File: config.mk
export PLATFORM = sky130hd
export DESIGN_NAME = pc_unit
export DESIGN_NICKNAME = d
export VERILOG_FILES = /design/src/rtl/pc_unit.sv
export SDC_FILE = /design/constraint.sdc
export NUM_CORES = 1
export LEC_CHECK = 0
export ABC_AREA = 1
export CORE_ASPECT_RATIO = 0.75
export CORE_UTILIZATION = 50
export CTS_BUF_LIST = sky130_fd_sc_hd__clkbuf_4
export DETAILED_ROUTE_END_ITERATION = 10
export MAX_ROUTING_LAYER = met4
export PLACE_DENSITY = 0.73
export SYNTH_ARGS = -nofsm -noshare
export SYNTH_HDL_FRONTEND = slang
export SYNTH_SLANG_ARGS = --single-unit
File: constraint.sdc
create_clock -name clk -period 2.9 [get_ports clk]
set_input_delay 0.435 -clock clk [delete_from_list [all_inputs] [get_ports clk]]
set_output_delay 0.435 -clock clk [all_outputs]
set_load 0.05 [all_outputs]
File: src/rtl/pc_unit.sv
// Fetch program counter: sequential / redirect / call-return next-PC with circular RAS.
// Latency: pc_out follows a request on the next rising edge; pc_plus_inc and RAS flags are combinational.
// Backpressure: stall freezes every register; optional target alignment check under PC_ALIGN_CHECK_EN.
module pc_unit #(
  parameter int                    DATA_WIDTH   = 32,
  parameter logic [DATA_WIDTH-1:0] RESET_VECTOR = '0,
  parameter int                    PC_INC       = 4,
  parameter int                    RAS_DEPTH    = 4
) (
  input  logic                  clk,
  input  logic                  arst_n,
  input  logic                  stall,
  input  logic                  redirect_valid,
  input  logic [DATA_WIDTH-1:0] redirect_target,
  input  logic                  call,
  input  logic                  ret,
  output logic [DATA_WIDTH-1:0] pc_out,
  output logic [DATA_WIDTH-1:0] pc_plus_inc,
  output logic                  ras_empty,
  output logic                  ras_full,
  output logic                  ras_underflow,
  output logic                  misaligned
);

  localparam int PTR_W = (RAS_DEPTH > 1) ? $clog2(RAS_DEPTH) : 1;
  localparam int CNT_W = PTR_W + 1;

  logic [DATA_WIDTH-1:0] pc_q, pc_d;
  logic [DATA_WIDTH-1:0] ras_q [RAS_DEPTH];
  logic [PTR_W-1:0]      top_q, top_d;
  logic [CNT_W-1:0]      cnt_q, cnt_d;
  logic                  uf_q, uf_d;
  logic                  mis_q, mis_d;
  logic                  ras_we;
  logic [PTR_W-1:0]      ras_waddr;
  logic                  align_bad;

`ifdef PC_ALIGN_CHECK_EN
  assign align_bad = |(redirect_target & DATA_WIDTH'(PC_INC - 1));
`else
  assign align_bad = 1'b0;
`endif

  assign pc_out        = pc_q;
  assign pc_plus_inc   = pc_q + DATA_WIDTH'(PC_INC);
  assign ras_empty     = (cnt_q == '0);
  assign ras_full      = (cnt_q == CNT_W'(RAS_DEPTH));
  assign ras_underflow = uf_q;
  assign misaligned    = mis_q;

  always_comb begin
    pc_d      = pc_q;
    top_d     = top_q;
    cnt_d     = cnt_q;
    uf_d      = uf_q;
    mis_d     = 1'b0;
    ras_we    = 1'b0;
    ras_waddr = top_q;
    if (!stall) begin
      if (ret && !ras_empty) begin
        pc_d = ras_q[top_q];
        // call+ret swaps the top entry in place, so depth is unchanged
        if (call) begin
          ras_we = 1'b1;
        end else begin
          top_d = top_q - PTR_W'(1);
          cnt_d = cnt_q - CNT_W'(1);
        end
      end else begin
        if (ret) uf_d = 1'b1;
        if (redirect_valid && !align_bad) begin
          pc_d = redirect_target;
          if (call) begin
            // a full stack overwrites its oldest entry as the pointer wraps
            ras_we    = 1'b1;
            ras_waddr = top_q + PTR_W'(1);
            top_d     = top_q + PTR_W'(1);
            if (!ras_full) cnt_d = cnt_q + CNT_W'(1);
          end
        end else begin
          pc_d  = pc_plus_inc;
          mis_d = redirect_valid & align_bad;
        end
      end
    end
  end

  always_ff @(posedge clk or negedge arst_n) begin
    if (!arst_n) begin
      pc_q  <= RESET_VECTOR;
      top_q <= '0;
      cnt_q <= '0;
      uf_q  <= 1'b0;
      mis_q <= 1'b0;
    end else begin
      pc_q  <= pc_d;
      top_q <= top_d;
      cnt_q <= cnt_d;
      uf_q  <= uf_d;
      mis_q <= mis_d;
    end
  end

  always_ff @(posedge clk or negedge arst_n) begin
    if (!arst_n) begin
      for (int i = 0; i < RAS_DEPTH; i++) ras_q[i] <= '0;
    end else if (ras_we) begin
      ras_q[ras_waddr] <= pc_plus_inc;
    end
  end

endmodule

### Yosys cells after proc, flatten, opt, wreduce, memory -nomap -nowiden

Cells that the tools add are included.

| operators by class | value |
|---|---|
| bitwise gates (word level) | 4 |
| muxes and demuxes | 23 |
| $add $sub $neg | 5 |
| eq/ne operators | 3 |
| reduce and logical (&&, ||, !) cells | 9 |
| magnitude comparators | 3 |

Operators by type and width:

| kind | count |
|---|---|
| two-way mux 32 bit | 5 |
| bitwise mux 128 bit | 1 |
| binary-select mux 32 bit (select 2 bit) | 1 |
| demux 32 bit (select 2 bit) | 1 |
| adder 32 x 3 -> 32 bit, second input constant | 1 |
| two-way mux 3 bit | 5 |
| two-way mux 2 bit | 6 |
| greater-or-equal comparator 3 bit, second input constant | 2 |
| NOT 2 -> 3 bit | 2 |
| AND reduction 5 bit | 1 |
| two-way mux 1 bit | 4 |
| nonzero test 2 bit | 2 |
| adder 3 x 1 -> 3 bit, second input constant | 1 |
| equality test 3 bit, second input constant | 1 |
| zero test 3 bit | 1 |
| less-than comparator 3 x 1 -> 1 bit, second input constant | 1 |
| AND reduction 3 bit | 1 |
| subtractor 3 x 1 -> 3 bit, second input constant | 1 |
| adder 2 x 1 -> 2 bit, second input constant | 1 |
| logical AND 1 bit | 2 |
| inequality test 2 x 1 -> 1 bit, second input constant | 1 |
| inequality test 2 bit, second input constant | 1 |
| NOT 1 bit | 2 |
| AND reduction 2 bit | 1 |
| 2 further kinds | 2 |

| word-level totals | value |
|---|---|
| logic and storage cells | 55 |
| input port bits | 38 |
| register bits | 166 |

### Depth between registers and ports, before layout

| depth | value |
|---|---|
| depth in word-level cells | 11 |
| gate-level depth with buffers | 12 |

### Least setup slack after synthesis

Ideal clock, no wire load.

| timing path | value |
|---|---|
| path kind | flip-flop to output port |
| start point | register pc_q[2] (netlist: pc_out[2]) |
| end point | output port pc_plus_inc[11] |
| buffers on the path | 0 |
| setup slack | -0.300 ns |
| data required time | 2.465 ns |
| cell stages (with the launch flop) | 5 |
| arrival time | 2.765 ns |
| cell sequence | dfrtp_1 > clkinv_1 > nor2_1 > nand3_1 > xnor2_1 |

| on the way | value |
|---|---|
| cells in the longest elaborated chain, start to end | 1 |

Ends and longest elaborated chain:

| element | line | text |
|---|---|---|
| start: declaration | 28 | `logic [DATA_WIDTH-1:0] pc_q, pc_d;` |
| start signal: assignment | 96 | `pc_q <= pc_d;` |
| adder 32 x 3 -> 32 bit | 45 | `assign pc_plus_inc = pc_q + DATA_WIDTH'(PC_INC);` |
| end: declaration | 18 | `output logic [DATA_WIDTH-1:0] pc_plus_inc,` |

No other way between the ends.

### Worst setup path after layout

| timing path | value |
|---|---|
| start point | register pc_q[5] (netlist: pc_out[5]) |
| end point | output port pc_plus_inc[29] |

The elaborated chain is that of the path after synthesis.

==> impl_results.rst <==
.. list-table::
   :header-rows: 1

   * - Metric
     - Value
   * - Pint
     - 6.47 mW
   * - Height of the die
     - 117 um
   * - Worst-path maximum fanout
     - 5
   * - Total number of H-tree levels
     - 4
   * - Post-DP HPWL
     - 18900 um
   * - Minimum clock period after layout
     - 2.80 ns
   * - Dominant cell type by count on the critical path
     - nand2_1
   * - Clock latency at the later pin of the worst-skew pair
     - 0.60 ns
   * - Relative contribution of sequential cells to total power
     - 0.327
   * - Met1 Resource Use GR
     - 0.480
   * - Global-route layer with the greatest usage
     - met2
   * - Cell family with most CP delay
     - simple AND/OR/NAND/NOR gates
   * - Wire length of the first global-routing pass
     - 45500 um
   * - Power density cells
     - 1220 nW/um^2
   * - Effective utilization at floorplan
     - 0.518
   * - FF-to-FF path depth
     - 11
   * - Fin util
     - 0.632
   * - Total clock buffers created by CTS
     - 17
   * - Core Area
     - 17100 um^2
   * - Total DRC errors in the routed layout
     - 0
   * - Switching power share of the total
     - 0.510
   * - Final setup skew
     - 0.0227 ns
   * - Net count, final
     - 1367
   * - Count of mapped cells out of synthesis
     - 1232
   * - Maxcap violations
     - 0
   * - Number of stages on the worst setup path
     - 7
   * - Area growth syn-to-layout
     - 22.1%
   * - Initial antenna violation count
     - 0
   * - Unique cell type count in the Yosys netlist
     - 34
   * - Post-placement cell count
     - 1542
   * - Netlist Area Pre-Place
     - 8850 um^2
   * - Part of the total power dissipated in combinational logic
     - 0.566
   * - Finished Layout Cells
     - 1576
   * - Die outline area
     - 18200 um^2
   * - Slack of the worst reg-to-reg path
     - 0.61 ns
   * - Library cell with the largest summed area after synthesis
     - dfrtp_1
   * - Number of warning messages in the yosys log
     - 0
   * - CP endpoint
     - pc_plus_inc[29]
   * - Max IR drop VDD
     - 701 uV
   * - Residual antenna-violating net count after detailed routing
     - 0
   * - Worst setup path startpoint
     - pc_out[5]
   * - Crit Path Class
     - reg -> out
   * - Register clock-pin slew on the reported worst setup and hold paths
     - 0.14 ns
   * - Nets in the synthesized netlist
     - 1272
   * - Maximum number of pins on one net before global-route repair
     - 65
   * - Most frequent standard cell in the layout excluding fill and tap cells
     - nand2_1
   * - Commonest cells after routing, fill and taps aside
     - nand2_1 (490), nor2_1 (156), dfrtp_1 (155)
   * - Switching power
     - 6.72 mW
   * - Worst path bufs/invs
     - 1
   * - Fraction of layout instances using a drive strength above 1
     - 0.110
   * - Top-Level Pins
     - 106
   * - Clock tree from TritonCTS
     - yes
   * - Startpoint of the worst-slack reg-to-reg timing path
     - cnt_q[1]
   * - Critical path capture point type
     - output pin
   * - Achievable frequency
     - 0.358 GHz
   * - Mean number of vias per cell
     - 5.73
   * - Via count of the first global-routing pass
     - 8212
   * - Worst slack at placement
     - 0.294 ns
   * - Final Max Slew Viols
     - 0
   * - Tightest slew margin relative to the limit
     - 0.552
   * - Routed length per placed instance
     - 18.4 um
   * - Status
     - finished, final reports clean
   * - Total number of vias
     - 9032
   * - Met2 Use GR
     - 0.511
   * - Tcrit/Tclk final
     - 0.965
   * - Worst reg2reg endpoint
     - ras_q[19]
   * - Path category of the worst min-delay check
     - in -> async
   * - Filler cells
     - 1587
   * - Avg Inst Size Synth
     - 7.18 um^2
   * - Fin worst setup slack
     - 0.103 ns
   * - Leakage dissipation
     - 5.31 nW
   * - Number of search-and-repair iterations in the first detailed-routing pass
     - 6
   * - Arrival time at the worst endpoint
     - 2.36 ns
   * - Portion of synthesized cell area occupied by the leading cell type
     - 0.469
   * - Number of endpoints with negative hold slack in the final report
     - 0
   * - Final estimated routing congestion in global placement
     - 0.923
   * - Deepest clock path buffer count
     - 2
   * - Dominant cells by area after synthesis
     - dfrtp_1 (47%), nand2_1 (21%), nor2_1 (7.0%)
   * - CP max-delay cell
     - dfrtp_2
   * - Clk root buf
     - clkbuf_4
   * - GRT Util Overall
     - 0.344
   * - Largest stage delay on the critical path
     - 0.48 ns
   * - Number of DRC violations after detailed-routing iteration 0
     - 945
   * - Cell Rows
     - 41
   * - Setup violators final
     - 0
   * - Flop and latch count out of synthesis
     - 166
   * - Overall Power
     - 13.2 mW
   * - Cell-by-cell listing of the critical path
     - nand2_1, nor2_2, nand2_1, nor2_2, nand3_1, nand2_1, buf_4
   * - Sequential area share after synthesis
     - 0.469
   * - Worst Hold Slack
     - 0.369 ns
   * - Setup crit start kind
     - flip-flop
   * - Met3 track demand over resource
     - 0.0593
   * - Clock Sinks
     - 166
   * - Required time of the worst setup path
     - 2.47 ns
   * - Clock power share
     - 0.108
   * - Floorplan die width
     - 156 um
   * - Final Routed Wirelength
     - 29000 um
   * - Slew @ Worst Pin
     - 0.671 ns
   * - Number of port buffers
     - 104
   * - Count of inserted antenna diode cells
     - 0
   * - Overall overflow remaining after global route
     - 0
## through the flow
step                area [um^2]  setup TNS, ns
floorplan                  8860              0
global placement          10400              0
detailed placement        10400              0
CTS                       10700        -0.0179
global route              10800        -0.0196
finish                    10800              0
## how the worst min path moves through the flow
stage            from       end  slack (ns)  cells after the start
3_3_place_gp   arst_n  cnt_q[2]        0.45                      1
2_1_floorplan  arst_n  cnt_q[0]        0.14                      0
3_5_place_dp   arst_n  cnt_q[2]        0.45                      1
6_report       arst_n  cnt_q[1]        0.37                      2
5_1_grt        arst_n  cnt_q[2]        0.37                      2
4_1_cts        arst_n  cnt_q[2]        0.37                      2
## synth_stat cells
cell / number
nand2_1: 500
dfrtp_1: 166
nor2_1: 165
nand3_1: 103
o21ai_0: 99
inv_1: 40
clkbuf_1: 31
a22oi_1: 25
buf_2: 22
o22ai_1: 22
buf_4: 16
o211ai_1: 6
xnor2_1: 5
xor2_1: 4
nand2_2: 3
nor2_4: 3
a21oi_1: 2
inv_2: 2
mux2i_1: 2
o22a_1: 2
buf_1: 1
clkinv_1: 1
conb_1: 1
fa_1: 1
ha_1: 1
nand3_2: 1
nand3b_1: 1
nand4_1: 1
nor2_2: 1
nor3_1: 1
o21ai_4: 1
o21bai_1: 1
o221ai_1: 1
xnor3_1: 1
## kinds of logic after synthesis
kind of cell               count (synthesis)  synth area share
xor gates and xnor gates                  10            0.0115
other                                      1          0.000424
DFF                                      166             0.469
adders and majority gates                  2           0.00368
buffers and inverters                    113            0.0578
AOI/OAI and AO/OA                        159             0.105
muxes                                      2           0.00226
and+or+nand+nor                          779             0.350
## sequential cells by signal (all words and copies together) (netlist names)
signal / cells
top_q: 2
ras_underflow: 1
ras_q: 128
pc_out: 32
cnt_q: 3
## cell type report
type                            count  area (um^2)  share of cell area
Inverter                           43          163              0.0151
Clock inverter                     14          148              0.0137
Multi-Input combinational cell    953         4290               0.397
Timing Repair Buffer              146         1610               0.149
Clock buffer                       18          135              0.0125
Tap cell                          236          295              0.0273
Sequential cell                   166         4170               0.386
## metal layers
metal	vias up	wire length (um)
met5	-	0
met1	4298	12700
met3	66	2900
met2	523	12700
met4	0	621
li1	4145	-
## what timing repair did
action,CTS,global route
setup buffers,0,1
setup endpoints to repair,21,22
pin swaps,0,2
gates resized for setup,23,24
hold buffers,1,0
endpoints found under the hold margin,53,0
## power by group through the flow
stage | clock [mW] | combinational [mW] | sequential, mW
2_1_floorplan | 0 | 3.99 | 4.79
3_3_place_gp | 0 | 7.23 | 4.29
3_5_place_dp | 0 | 7.33 | 4.28
4_1_cts | 1.43 | 7.35 | 4.25
5_1_grt | 1.54 | 8.04 | 4.42
6_report | 1.42 | 7.46 | 4.31
(Power assumes the default switching activity.)
